--- src/rtl/mem_arbiter.sv ---
// mem_arbiter: shares a single memory request/response channel between an
// instruction-fetch port and a data port. One transaction is outstanding at a
// time; a request is granted one cycle after it is seen in IDLE. Ties go either
// to the data port (FIXED_PRIO = 1) or to the port opposite the previous grant
// (FIXED_PRIO = 0). The arbiter holds no copy of the request; it routes it
// straight through while in the address phase.
//
// Ports (packed vectors, MSB first):
//   clk    in   single clock, all state on posedge
//   resetn in   synchronous active-low reset
//   ireq   in   [32:0]  {valid, addr[31:0]}
//   iresp  out  [33:0]  {addr_ok, data_ok, data[31:0]}
//   dreq   in   [71:0]  {valid, addr[31:0], size[2:0], strobe[3:0], data[31:0]}
//   dresp  out  [33:0]  {addr_ok, data_ok, data[31:0]}
//   mreq   out  [71:0]  same layout as dreq
//   mresp  in   [33:0]  same layout as iresp
module mem_arbiter #(
  parameter bit FIXED_PRIO = 1'b0
) (
  input  logic        clk,
  input  logic        resetn,
  input  logic [32:0] ireq,
  output logic [33:0] iresp,
  input  logic [71:0] dreq,
  output logic [33:0] dresp,
  output logic [71:0] mreq,
  input  logic [33:0] mresp
);

  typedef enum logic [2:0] {
    StIdle,
    StIAddr,
    StIData,
    StDAddr,
    StDData
  } state_e;

  state_e state_q, state_d;
  // 0: instruction port granted last, 1: data port granted last
  logic   last_grant_q, last_grant_d;

  logic        i_valid;
  logic [31:0] i_addr;
  logic        d_valid;
  logic        m_addr_ok;
  logic        m_data_ok;
  logic [31:0] m_data;

  assign i_valid   = ireq[32];
  assign i_addr    = ireq[31:0];
  assign d_valid   = dreq[71];
  assign m_addr_ok = mresp[33];
  assign m_data_ok = mresp[32];
  assign m_data    = mresp[31:0];

  // Next-state and grant bookkeeping.
  always_comb begin
    state_d      = state_q;
    last_grant_d = last_grant_q;
    unique case (state_q)
      StIdle: begin
        if (i_valid && d_valid) begin
          // Round-robin: after an I grant (0) the data port wins the tie.
          state_d = (FIXED_PRIO || !last_grant_q) ? StDAddr : StIAddr;
        end else if (d_valid) begin
          state_d = StDAddr;
        end else if (i_valid) begin
          state_d = StIAddr;
        end
        if (state_d != StIdle) begin
          last_grant_d = (state_d == StDAddr);
        end
      end
      StIAddr: begin
        // A withdrawn request abandons the grant without forwarding anything.
        if (!i_valid) begin
          state_d = StIdle;
        end else if (m_addr_ok) begin
          state_d = m_data_ok ? StIdle : StIData;
        end
      end
      StIData: begin
        if (m_data_ok) begin
          state_d = StIdle;
        end
      end
      StDAddr: begin
        if (!d_valid) begin
          state_d = StIdle;
        end else if (m_addr_ok) begin
          state_d = m_data_ok ? StIdle : StDData;
        end
      end
      StDData: begin
        if (m_data_ok) begin
          state_d = StIdle;
        end
      end
      default: state_d = StIdle;
    endcase
  end

  always_ff @(posedge clk) begin
    if (!resetn) begin
      state_q      <= StIdle;
      last_grant_q <= 1'b0;
    end else begin
      state_q      <= state_d;
      last_grant_q <= last_grant_d;
    end
  end

  // Routing. Outputs are forced quiet while reset is asserted so that nothing
  // leaks out of a transaction that is being abandoned.
  always_comb begin
    mreq  = '0;
    iresp = '0;
    dresp = '0;
    if (resetn) begin
      unique case (state_q)
        StIAddr: begin
          mreq = {i_valid, i_addr, 3'b010, 4'h0, 32'h0};
          if (i_valid) begin
            iresp = mresp;
          end
        end
        StIData: begin
          iresp = {1'b0, m_data_ok, m_data};
        end
        StDAddr: begin
          mreq = dreq;
          if (d_valid) begin
            dresp = mresp;
          end
        end
        StDData: begin
          dresp = {1'b0, m_data_ok, m_data};
        end
        default: begin
          mreq = '0;
        end
      endcase
    end
  end

endmodule

--- config.mk ---
export PLATFORM = sky130hd
export DESIGN_NAME = mem_arbiter
export DESIGN_NICKNAME = d
export VERILOG_FILES = /design/src/rtl/mem_arbiter.sv
export SDC_FILE = /design/constraint.sdc
export NUM_CORES = 1
export LEC_CHECK = 0
export BUFFER_PORTS_ARGS = -buffer_cell sky130_fd_sc_hd__buf_2
export CORE_AREA = 4 4 108 110
export DETAILED_ROUTE_END_ITERATION = 8
export DIE_AREA = 0 0 112 114
export GPL_ROUTABILITY_DRIVEN = 0
export GPL_TIMING_DRIVEN = 0
export SETUP_SLACK_MARGIN = 0.5
export SYNTH_ARGS = -nofsm -noshare
export SYNTH_HDL_FRONTEND = slang
export SYNTH_SLANG_ARGS = --single-unit
export TNS_END_PERCENT = 100
--- constraint.sdc ---
create_clock -name clk -period 1.8 [get_ports clk]
set_clock_uncertainty 0.1 [all_clocks]
set_input_delay 0.36 -clock clk [delete_from_list [all_inputs] [get_ports clk]]
set_output_delay 0.36 -clock clk [all_outputs]
set_load 0.01 [all_outputs]
==> results of run 1 <==
## report_power, final
part,total (mW),switching (mW),internal (mW)
sequential,0.117,0.0132,0.104
clock,0.194,0.0510,0.143
combinational,1.53,0.689,0.839
## metrics by stage
stage / hold WS [ns] / setup TNS [ns] / utilization [%] / worst slack (ns) / std cells
after floorplan: 0.373 / 0 / - / 0.154 / 238
after global placement: 0.398 / -5.10 / 32.7 / -0.145 / 658
after detailed placement: 0.408 / -6.99 / 32.7 / -0.140 / 658
after CTS: 0.365 / -21.79 / 38.2 / -0.213 / 689
after global routing: 0.401 / -32.40 / 44.2 / -0.320 / 699
final: 0.377 / -22.93 / 44.2 / -0.251 / 699
## sequential cells by signal, indices dropped and copies added, names as in the netlist
signal        count
state_q           3
last_grant_q      1
## final timing paths
check | to | cells after the start | slack [ns] | startpoint
setup reg to reg | state_q[2] | 8 | 0.14 | state_q[1]
setup / recovery | dresp[6] | 8 | -0.25 | state_q[0]
hold reg to reg | last_grant_q | 2 | 0.41 | last_grant_q
hold / removal | state_q[0] | 2 | 0.38 | mresp[32]
## layout make-up
| type | count | area [um2] | share of cell area [%] |
|---|---|---|---|
| Timing Repair Buffer | 318 | 2310 | 48.9 |
| Multi-Input combinational cell | 208 | 1760 | 37.2 |
| Buffer | 24 | 348 | 7.35 |
| Tap cell | 140 | 175 | 3.70 |
| Sequential cell | 4 | 86.3 | 1.82 |
| Clock buffer | 3 | 41.3 | 0.873 |
| Inverter | 2 | 7.51 | 0.159 |
## metal layers
metal / vias up / GRT usage [%]
li1: 1442 / -
met1: 1362 / 16.2
met2: 133 / 25.0
met3: 12 / 2.60
met4: 0 / 1.52
met5: - / 0
## critical path: cells and delay by family, from the launching register on
family          cells  cell delay, ns
buf+inv             5            0.70
flops               1            0.32
simple gates        2            0.28
compound gates      1            0.05
## cell usage in the layout, fill, tap and decap left out, types with 15 or more instances in the layout
cell / n
nor2_4: 51
nor2_2: 19
and2_1: 20
buf_2: 207
and2_4: 18
nand2_1: 38
buf_6: 96
a22o_1: 29
buf_4: 15
## logic make-up after synthesis
| logic type | count (synthesis) | share of synthesized area [%] |
|---|---|---|
| and+or+nand+nor | 163 | 53.5 |
| AOI/OAI and AO/OA | 38 | 23.3 |
| buffers and inverters | 26 | 12.8 |
| muxes | 6 | 4.18 |
| DFF | 4 | 5.58 |
| xor gates and xnor gates | 1 | 0.610 |
## what timing repair did
item,4_1_cts,5_1_grt
cloned,4,4
resized for setup,71,89
pin swaps,19,17
endpoints found under the setup margin,143,144
setup buffers,24,6
==> summary.md, run 1 <==
| Metric | Value |
|---|---|
| FFs w/ async S/R, synth | 0% |
| Detailed Route Iter0 Violations | 105 |
| Count leader, synth | nor2_1 |
| Total power | 1.84 mW |
| Worst path slowest cell | dfxtp_2 |
| Worst Setup End Kind | output pin |
| Gr ovfl total | 0 |
| Synthesized cell area | 1440 um2 |
| I/O Pins | 281 |
| Failing checks | setup timing |
| List of most frequent post-synthesis cells | nor2_1 (72), nand2_1 (39), and2_1 (38), a22o_1 (29), buf_6 (9) |
| Maxcap violations | 0 |
| Routed wire per std cell | 14.6 um |
| # DRC | 0 |
| Critical Path AT | 1.59 ns |
| Syn nets | 379 |
| Global-route wire length before repair | 14400 um |
| DRT Wirelength | 10200 um |
| Die width | 112 um |
| Initial Utilization | 13.4% |
| Seq cells post-synth | 4 |
| Top FF cell, synth | dfxtp_1 |
| Final hold viol count | 0 |
| Antenna violations before repair | 0 |
| Relative slew slack | 71.8% |
| Reg clk slew, reported paths | 0.03 ns |
| Vias in the first global route | 2942 |
| Vias | 2949 |
| Cell leakage power | 2.40 nW |
| Chip height | 114 um |
| Distinct cells, synth | 31 |
| DIE AREA | 12800 um2 |
| Met3 wire length | 690 um |
| Post-synth EDFFs | 0 |
| Period utilization | 114% |
| Syn_area_per_cell | 6.04 um2 |
| Min Tclk post-route | 2.05 ns |
| Status | complete, but fails checks |
| CP Cell Sequence | buf_6, buf_6, nor3b_4, a31oi_4, buf_12, clkbuf_16, nor2_2, buf_2 |
| Clock sinks | 4 |
| Sequential fraction of the synthesis area | 5.57% |
| Clk_lat worst skew | 0.22 ns |
| H-tree levels | 1 |
| Yosys warning count | 0 |
| Aggregate global-route resource usage | 13.3% |
| Clk buf depth | 2 |
| Cell count after synthesis | 238 |
| M1 WL | 3780 um |
| Met2 wire length | 5630 um |
| RSZ-0062 raised after global routing | yes |
| Slowest stage delay, CP | 0.32 ns |
| IO buf count | 280 |
| TritonCTS clock tree | yes |
| Startpoint Class | flop |
| Antenna Cells | 0 |
| CP Data Required Time | 1.34 ns |
| Nets | 702 |
| Core Box Area | 10700 um2 |
| Worst Tran Pin Value | 0.424 ns |
| Power per cell area | 389 nW/um2 |
| Num CTS Buffers | 3 |
| Vias/cell | 4.22 |
| Num rows | 38 |
| Largest net degree at the start of global routing | 11 |
| Min setup slack post-route | -0.251 ns |
| Fillers | 1053 |
| Final instance area | 4730 um2 |
| FMAX | 487 MHz |
| Final Setup Violations | 134 |
| Largest area contributor in the netlist | nor2_1 |
| DP HPWL | 7890 um |
| Critical path class | flop to output pin |
| Max-slew violation count | 0 |
| Layout cell share with drive strength beyond 1 | 81.0% |
| Final ANT Viol Nets | 0 |
| Area contributors post-synth | nor2_1 (19%), a22o_1 (18%), and2_1 (17%) |
| Peak supply drop | 0.000390 V |
| Initial DRT Pass Iterations | 4 |
| Cts hold-fix bufs | 0 |
| Most frequent cell on the critical path | buf_6 |
| Hold Path Class | primary input to flop |
| Area growth syn-to-layout | 229% |
| Placed Area | 3500 um2 |
| DR top layer | met4 |
| Share of the synthesized area in the top cell type | 18.8% |
| Crit-path max FO | 6 |
| Clock root cell | clkbuf_8 |
Power figures use the tool's default switching activity.
==> run 2, diff against run 1 <==
--- a/config.mk
+++ b/config.mk
@@ -11,6 +11,7 @@
 export DIE_AREA = 0 0 112 114
 export GPL_ROUTABILITY_DRIVEN = 0
 export GPL_TIMING_DRIVEN = 0
+export MAX_ROUTING_LAYER = met4
 export SETUP_SLACK_MARGIN = 0.5
 export SYNTH_ARGS = -nofsm -noshare
 export SYNTH_HDL_FRONTEND = slang
==> run 2 against run 1 <==
Effect of this change:
- the run still ends with setup timing left
- utilization unchanged
- clock-buffer cell count did not move
- clock power about the same
- non-clock buffer count unchanged
- routed wire length did not move
- sequential share of layout area did not move
- sequential cell count stayed put
- global-route usage is 0.39 points higher
- critical path depth stayed put
- via count hardly changed
- power is essentially flat
- combinational power barely moved
- largest cell class unchanged
==> summary.md, run 2 (synthesized netlist as in run 1, its figures left out) <==
| Metric | Value |
|---|---|
| H-tree levels | 1 |
| Area growth syn-to-layout | 229% |
| Antenna violations before repair | 0 |
| Fillers | 1053 |
| Gr ovfl total | 0 |
| # DRC | 0 |
| Reg clk slew, reported paths | 0.03 ns |
| Total power | 1.84 mW |
| Nets | 702 |
| TritonCTS clock tree | yes |
| DRT Wirelength | 10200 um |
| Clk_lat worst skew | 0.22 ns |
| Max reg flops | 3 |
| Layout cell share with drive strength beyond 1 | 81.0% |
| Critical Path AT | 1.59 ns |
| Slowest stage delay, CP | 0.32 ns |
| Non-filler cells, final | 699 |
| Worst hold slack | 0.376 ns |
| Commonest non-fill, non-tap cells in the layout | buf_2 (207), buf_6 (96), nor2_4 (51) |
| Final ANT Viol Nets | 0 |
| Final hold viol count | 0 |
| Min setup slack post-route | -0.251 ns |
| Clock sinks | 4 |
| I/O Pins | 281 |
| Min Tclk post-route | 2.05 ns |
| Detailed Route Iter0 Violations | 103 |
| Critical path class | flop to output pin |
| CP Cell Sequence | buf_6, buf_6, nor3b_4, a31oi_4, buf_12, clkbuf_16, nor2_2, buf_2 |
| Power per cell area | 388 nW/um2 |
| Routed wire per std cell | 14.6 um |
| Worst Tran Pin Value | 0.424 ns |
| Die width | 112 um |
| Initial Utilization | 13.4% |
| Peak supply drop | 0.000387 V |
| Vias | 2947 |
| Initial DRT Pass Iterations | 4 |
| DIE AREA | 12800 um2 |
| Maxcap violations | 0 |
| Reg area | 86.3 um2 |
| Failing checks | setup timing |
| Hold Path Class | primary input to flop |
| Post-Place Cells | 658 |
| FMAX | 487 MHz |
| Commonest non-fill, non-tap cell in the layout | buf_2 |
| Antenna Cells | 0 |
| Setup TNS | -22.92 ns |
| Registers with the most flip-flops | state_q (3), last_grant_q (1) |
| RSZ-0062 raised after global routing | yes |
| Worst Setup End Kind | output pin |
| Vias/cell | 4.22 |
| Place WS | -0.140 ns |
| Chip height | 114 um |
| Core Box Area | 10700 um2 |
| Utilization after layout | 44.2% |
| Aggregate global-route resource usage | 13.7% |
| Worst path slowest cell | dfxtp_2 |
| Largest net degree at the start of global routing | 11 |
| Multi-input gate area | 1760 um2 |
| Clock root cell | clkbuf_8 |
| Startpoint Class | flop |
| Relative slew slack | 71.8% |
| CP Data Required Time | 1.34 ns |
| Num CTS Buffers | 3 |
| Vias in the first global route | 2942 |
| Period utilization | 114% |
| Most frequent cell on the critical path | buf_6 |
| Global-route wire length before repair | 14400 um |
| DP HPWL | 7890 um |
| Crit-path max FO | 6 |
| Clk buf depth | 2 |
| Reg2Reg Setup Slack | 0.15 ns |
| IO buf count | 280 |
| Placed Area | 3500 um2 |
| Status | complete, but fails checks |
| Num rows | 38 |
| Final instance area | 4730 um2 |
| Final Setup Violations | 135 |
| Cell leakage power | 2.40 nW |
| Max-slew violation count | 0 |
| Most flops, register | state_q |
## run 2: cell counts in the layout (fill, tap and decap cells not counted)
Identical to the previous run, type by type.
## run 2: cell type report
class                      instances  share of cell area (%)
tap                              140                    3.70
sequential                         4                    1.82
buffer                            24                    7.35
inverter                           2                   0.159
timing repair buffer             318                    48.9
multi-input combinational        208                    37.2
clock buffer                       3                   0.873
## run 2: repair_timing
action | in CTS | in global routing
pin swaps | 19 | 17
setup buffers | 24 | 6
gates resized for setup | 71 | 89
cloned | 4 | 4
hold buffers | 0 | 0
setup endpoints to repair | 143 | 144
## run 2: final timing paths
path	startpoint	to	cells past startpoint
worst max-delay path	state_q[0]	dresp[6]	8
worst max register to register	state_q[1]	state_q[1]	7
worst min register to register	last_grant_q	last_grant_q	2
worst min-delay path	mresp[32]	state_q[0]	2
## run 2: worst max-delay path, delay by kind of cell, from the launching register on
family                 cells  cell delay [ns]
buffers and inverters      5             0.71
DFF                        1             0.32
and+or+nand+nor            2             0.28
AOI/OAI and AO/OA          1             0.05
## run 2: layer usage
metal / GRT usage (%) / share of wire (%) / wire (um)
met5: - / 0 / 0
met4: 1.52 / 1.2 / 126
met3: 2.28 / 6.4 / 653
met2: 25.0 / 55 / 5630
met1: 16.4 / 37 / 3820
## run 2: where the power goes
part / switching, mW / internal, mW
sequential: 0.0132 / 0.104
combinational: 0.688 / 0.839
clock: 0.0501 / 0.143
total: 0.751 / 1.09
